<file path="src/rtl/clk_gate_pkg.sv">
// clk_gate_pkg: shared FSM encoding and default widths for the clock-gate controller.
package clk_gate_pkg;
    localparam logic [1:0] ST_RUN   = 2'd0;
    localparam logic [1:0] ST_GATED = 2'd1;
    localparam logic [1:0] ST_WAKE  = 2'd2;
    localparam int IDLE_W_DEF = 8;
    localparam int CNT_W_DEF  = 16;
endpackage

</file>
<file path="src/rtl/clk_gate_idle_timer.sv">
// clk_gate_idle_timer: saturating consecutive-idle counter with live threshold compare.
module clk_gate_idle_timer
    import clk_gate_pkg::*;
#(
    parameter int IDLE_W = IDLE_W_DEF
) (
    input  logic              clk_i,
    input  logic              rst_i,
    input  logic              clear_i,
    input  logic              count_en_i,
    input  logic [IDLE_W-1:0] thr_i,
    output logic              expire_o
);
    logic [IDLE_W-1:0] cnt_q, cnt_d;
    logic [IDLE_W:0]   cnt_inc;
    // Extra bit keeps a saturated count from wrapping in the compare.
    assign cnt_inc  = {1'b0, cnt_q} + 1'b1;
    assign expire_o = count_en_i && (thr_i != '0) && (cnt_inc >= {1'b0, thr_i});
    assign cnt_d    = clear_i ? '0 : count_en_i ? (&cnt_q ? cnt_q : cnt_q + 1'b1) : cnt_q;
    always_ff @(posedge clk_i) begin
        if (rst_i) cnt_q <= '0;
        else       cnt_q <= cnt_d;
    end
endmodule

</file>
<file path="src/rtl/clk_gate_ctrl.sv">
// clk_gate_ctrl: closes the clock gate after a programmable idle run and reopens it on request.
module clk_gate_ctrl
    import clk_gate_pkg::*;
#(
    parameter int N_REQ    = 4,
    parameter int IDLE_W   = IDLE_W_DEF,
    parameter int WAKE_LAT = 2,
    parameter int CNT_W    = CNT_W_DEF
) (
    input  logic              i_Ref_clk,
    input  logic              i_Rst,
    input  logic [N_REQ-1:0]  i_Req,
    input  logic              i_Force_on,
    input  logic [IDLE_W-1:0] i_Idle_thr,
    output logic              o_Gate_EN,
    output logic              o_Clk_rdy,
    output logic [1:0]        o_State,
    output logic [CNT_W-1:0]  o_Gate_cnt
);
    localparam int WW = (WAKE_LAT > 1) ? $clog2(WAKE_LAT + 1) : 1;
    localparam logic [WW-1:0] WAKE_INIT = WW'(WAKE_LAT);
    logic [1:0]       state_q, state_d;
    logic             gate_en_q, gate_en_d;
    logic             rdy_q, rdy_d;
    logic [WW-1:0]    wake_q, wake_d;
    logic [CNT_W-1:0] gate_cnt_q, gate_cnt_d;
    logic             active, run, expire;
    assign active = (|i_Req) | i_Force_on;
    assign run    = (state_q == ST_RUN);
    // Idle count only advances in RUN; any other state, activity or a gate event restarts it.
    clk_gate_idle_timer #(.IDLE_W(IDLE_W)) u_idle (
        .clk_i      (i_Ref_clk),
        .rst_i      (i_Rst),
        .clear_i    (!run || active || expire),
        .count_en_i (run && !active),
        .thr_i      (i_Idle_thr),
        .expire_o   (expire)
    );
    always_comb begin
        state_d    = state_q;
        gate_en_d  = gate_en_q;
        rdy_d      = rdy_q;
        wake_d     = wake_q;
        gate_cnt_d = gate_cnt_q;
        case (state_q)
            ST_RUN: begin
                gate_en_d = 1'b1;
                rdy_d     = 1'b1;
                if (expire) begin
                    state_d    = ST_GATED;
                    gate_en_d  = 1'b0;
                    rdy_d      = 1'b0;
                    gate_cnt_d = &gate_cnt_q ? gate_cnt_q : gate_cnt_q + 1'b1;
                end
            end
            ST_GATED: begin
                gate_en_d = 1'b0;
                rdy_d     = 1'b0;
                if (active) begin
                    gate_en_d = 1'b1;
                    if (WAKE_LAT == 0) begin
                        state_d = ST_RUN;
                        rdy_d   = 1'b1;
                    end else begin
                        state_d = ST_WAKE;
                        wake_d  = WAKE_INIT;
                    end
                end
            end
            ST_WAKE: begin
                gate_en_d = 1'b1;
                rdy_d     = 1'b0;
                wake_d    = wake_q - 1'b1;
                if (wake_q <= WW'(1)) begin
                    state_d = ST_RUN;
                    rdy_d   = 1'b1;
                end
            end
            default: begin
                state_d   = ST_RUN;
                gate_en_d = 1'b1;
                rdy_d     = 1'b1;
            end
        endcase
    end
    always_ff @(posedge i_Ref_clk) begin
        if (i_Rst) begin
            state_q    <= ST_RUN;
            gate_en_q  <= 1'b1;
            rdy_q      <= 1'b1;
            wake_q     <= '0;
            gate_cnt_q <= '0;
        end else begin
            state_q    <= state_d;
            gate_en_q  <= gate_en_d;
            rdy_q      <= rdy_d;
            wake_q     <= wake_d;
            gate_cnt_q <= gate_cnt_d;
        end
    end
    assign o_Gate_EN  = gate_en_q;
    assign o_Clk_rdy  = rdy_q;
    assign o_State    = state_q;
    assign o_Gate_cnt = gate_cnt_q;
endmodule

</file>
<file path="config.mk">
export PLATFORM = sky130hd
export DESIGN_NAME = clk_gate_ctrl
export DESIGN_NICKNAME = d
export VERILOG_FILES = /design/src/rtl/clk_gate_pkg.sv /design/src/rtl/clk_gate_idle_timer.sv /design/src/rtl/clk_gate_ctrl.sv
export SDC_FILE = /design/constraint.sdc
export NUM_CORES = 1
export LEC_CHECK = 0
export ABC_AREA = 0
export CORE_ASPECT_RATIO = 0.9
export CORE_MARGIN = 2
export CORE_UTILIZATION = 30
export CTS_CLUSTER_DIAMETER = 30
export DETAILED_ROUTE_END_ITERATION = 7
export GPL_ROUTABILITY_DRIVEN = 1
export MAX_ROUTING_LAYER = met4
export PLACE_DENSITY = 0.53
export SLEW_MARGIN = 30
export SYNTH_ARGS = -nofsm -noshare
export SYNTH_HDL_FRONTEND = slang
export SYNTH_SLANG_ARGS = --single-unit
</file>
<file path="constraint.sdc">
create_clock -name i_Ref_clk -period 3 [get_ports i_Ref_clk]
set_clock_uncertainty 0.2 [all_clocks]
set_input_delay 0.6 -clock i_Ref_clk [delete_from_list [all_inputs] [get_ports i_Ref_clk]]
set_output_delay 0.6 -clock i_Ref_clk [all_outputs]
set_load 0.05 [all_outputs]
</file>
==> metrics.md <==
| Metric | Value |
|---|---|
| Run status | `finished, final reports clean` |
| Post-synth EDFFs | `0` |
| Port bufs | `34` |
| Clock root buffer | `clkbuf_8` |
| I/O pin total | `35` |
| Setup TNS | `0 ns` |
| Area share of the leading cell type in the synthesized netlist | `36.17%` |
| Distinct cells, synth | `40` |
| Fmax | `roughly 330 MHz` |
| Syn avg cell area | `8.558 um2` |
| Synthesis Warnings | `0` |
| Top FF cell, synth | `dfxtp_1` |
| Top Usage Layer GRT | `met2` |
| Initial antenna violation count | `0` |
| HP Class | `reg -> reg` |
| Min Tclk post-route | `2.992 ns` |
| GR met1 Demand/Resource | `20.42%` |
| R2R setup slack | `0.008 ns` |
| Cts hold-fix bufs | `0` |
| Register bit total from synthesis | `30` |
| Clock Pin Slew Worst Setup and Hold Paths | `0.06 ns` |
| WS Path Type | `reg -> reg` |
| Syn nets | `220` |
| Share of layout cells above drive strength 1 | `23.26%` |
| Startpoint Class | `flop` |
| Critical-path maximum fanout | `6` |
| Placed Area | `2265 um2` |
| CTS buffer count | `5` |
| Fin util | `46.96%` |
| CP max stage delay | `0.37 ns` |
| Synth Instances | `194` |
| First-pass GRT wire length | `6893 um` |
| RSZ-0062 raised after global routing | `yes` |
| Post-synth top area cell | `dfxtp_1` |
| Post-route cell area | `2482 um2` |
| Die height | `~75 um` |
| Layout Cells excl Fill | `325` |
| Hold slack | `0.2973 ns` |
| Clk_lat worst skew | `0.27 ns` |
| Max Root-Sink Buffers | `2` |
| Slew Viols, Final | `0` |
| Area of the multi-input gates | `1125 um2` |
| Peak supply drop | `0.1841 mV` |
| Element type at the critical path end | `flop` |
| MaxCap Viol Count | `0` |
| Via count | `approximately 1,600` |
| Hpwl dp | `between 3000 and 4000 um` |
| Final Hold Fails | `0` |
| Antenna cells | `0` |
| Gr usage total | `15.13%` |
| Die area | `6146 um2` |
| Die W | `82.42 um` |
| CP delay by family, top | `simple AND/OR/NAND/NOR gates` |
| Number of global-route vias before repair | `1,496` |
| Via-to-Cell Ratio | `approximately 4.9` |
| Power Dens Cells | `299.7 nW/um2` |
| GR Overflow Total | `0` |
| Ys async rst share | `0%` |
| Antenna-violating nets left | `0` |
| Global routing usage on met2 | `21.77%` |
| # rows | `25` |
| Period utilisation layout | `99.74%` |
| Inst Count DP | `314` |
| LEAKAGE | `a little over 0.9 nW` |
| Register cell area after layout | `609.3 um2` |
| Layout overhead on the synthesized area | `49.51%` |
| CP required | `between 3 and 4 ns` |
| Critical path, cell by cell | `ha_4 > and3_4 > nand3_4 > xnor2_4 > ha_4 > and3_4 > o2111ai_2 > o211a_1 > or3_4 > buf_6 > or3_4 > a21oi_2` |
| CTS Sinks | `30` |
| Nets@finish | `roughly 280` |
| 1st-iter DRT viols | `28` |
| TritonCTS clock tree | `yes` |
| Routability congestion estimate from global placement | `0.7747` |
| Total of fill cells in the finished design | `521` |
| Worst EP arrival | `between 3 and 4 ns` |
| Slowest cell on the critical path | `or3_4` |
| Number of detailed-route iterations in the first pass | `4` |
| Core area | `around 5300 um2` |
| Seq/Total Area, Yosys | `36.17%` |
| Final WL | `4145 um` |
| Largest net degree at the start of global routing | `22` |
| Synthesized cell area | `1660 um2` |
| GR Util met3 | `4.248%` |
| Area contributors post-synth | `dfxtp_1, ha_1, xnor2_1` |
| Clock H-tree levels | `2` |
| Relative slew margins | `66.20%` |
| DRC | `0` |
| Crit path buf inv count | `1` |
| Initial Util | `31.41%` |
| Slew at the pin closest to its max-slew limit | `0.5055 ns` |
| Routed len/inst | `~13 um` |
| Setup-failing EPs final | `0` |
## layout by cell type, fill, tap and decap left out, types with 6 or more instances in the layout
cell | netlist | layout
xnor2_1 | 11 | 10
inv_1 | 10 | 10
a21oi_1 | 12 | 10
nor2_1 | 19 | 18
ha_1 | 11 | 9
nand2_1 | 15 | 15
buf_4 | 0 | 25
o21ai_0 | 6 | 6
clkdlybuf4s50_1 | 0 | 34
xor2_1 | 8 | 8
dfxtp_1 | 30 | 27
## cell families (layout without fill, tap and decap cells)
family / Yosys count / after routing / share of synthesized area [%]
xor+xnor: 19 / 19 / 10.02
simple gates: 88 / 88 / 29.16
compound gates: 30 / 30 / 11.46
fa+ha+maj: 11 / 11 / 8.289
mux: 2 / 2 / 1.206
buf+inv: 14 / 78 / 3.693
flops: 30 / 30 / 36.17
## final timing paths
kind                         from         endpoint  cells after the start
setup reg to reg  u_idle.cnt_q[1]    o_Gate_cnt[7]                     12
hold / removal    u_idle.cnt_q[1]  u_idle.cnt_q[1]                      2
setup / recovery  u_idle.cnt_q[1]    o_Gate_cnt[7]                     12
hold reg to reg   u_idle.cnt_q[1]  u_idle.cnt_q[1]                      2
## state kept, by name, summed over array words and instances (netlist names)
| name | flops |
|---|---|
| wake_q | 2 |
| u_idle.cnt_q | 8 |
| o_Gate_EN | 1 |
| o_Clk_rdy | 1 |
| o_Gate_cnt | 16 |
| o_State | 2 |
## worst reg2reg max path: cells and delay by family (launching register included)
kind	cells	cell delay, ns
AND/OR/NAND/NOR	5	1.17
AO/OA/AOI/OAI	3	0.48
adder cells (fa/ha/maj)	2	0.40
flip-flops	1	0.36
XOR/XNOR	1	0.17
buffers and inverters	1	0.15
## layer usage
| layer | vias to the layer above | routed length (um) |
|---|---|---|
| met3 | 6 | 189 |
| met2 | 34 | 1785 |
| met4 | 0 | 63 |
| met1 | 739 | 2106 |
| li1 | 818 | - |
| met5 | - | 0 |
## cell type report
cell class	instances	area share, %
Sequential cell	30	24.55
Inverter	10	1.512
Clock buffer	7	3.075
Timing Repair Buffer	61	22.18
Tap cell	67	3.377
Multi-Input combinational cell	150	45.31
## report_power, final
group | internal (mW) | switching [mW] | leakage (nW)
Sequential | 0.397 | 0.0000228 | 0.244
Combinational | 0.0295 | 0.0197 | 0.647
Clock | 0.159 | 0.139 | 0.0383
## repair_timing
| item | CTS | global route |
|---|---|---|
| setup buffers | 1 | 2 |
| pin swaps | 18 | 8 |
| endpoints found under the hold margin | 0 | 0 |
| gates cloned | 1 | 0 |
| resized for setup | 6 | 15 |
| setup endpoints to repair | 7 | 25 |
## stage by stage
step	worst slack, ns	power (mW)
global route	-0.1353	0.7770
CTS	-0.04751	0.7559
floorplan	0.008024	0.4202
finish	0.007752	0.7438
detailed placement	-0.2766	0.4504
global placement	-0.2134	0.4504
## synthesized netlist by cell type, drive strengths merged (3+ instances only)
cell type	instances
and3	6
a21oi	12
dfxtp	30
nor2	19
inv	10
or3	8
o21ai	6
xnor2	11
nor3	4
nand4	5
nand2	16
nand2b	4
nand3	7
xor2	8
ha	11
nor4	7
a21o	3
(Power assumes the default switching activity.)
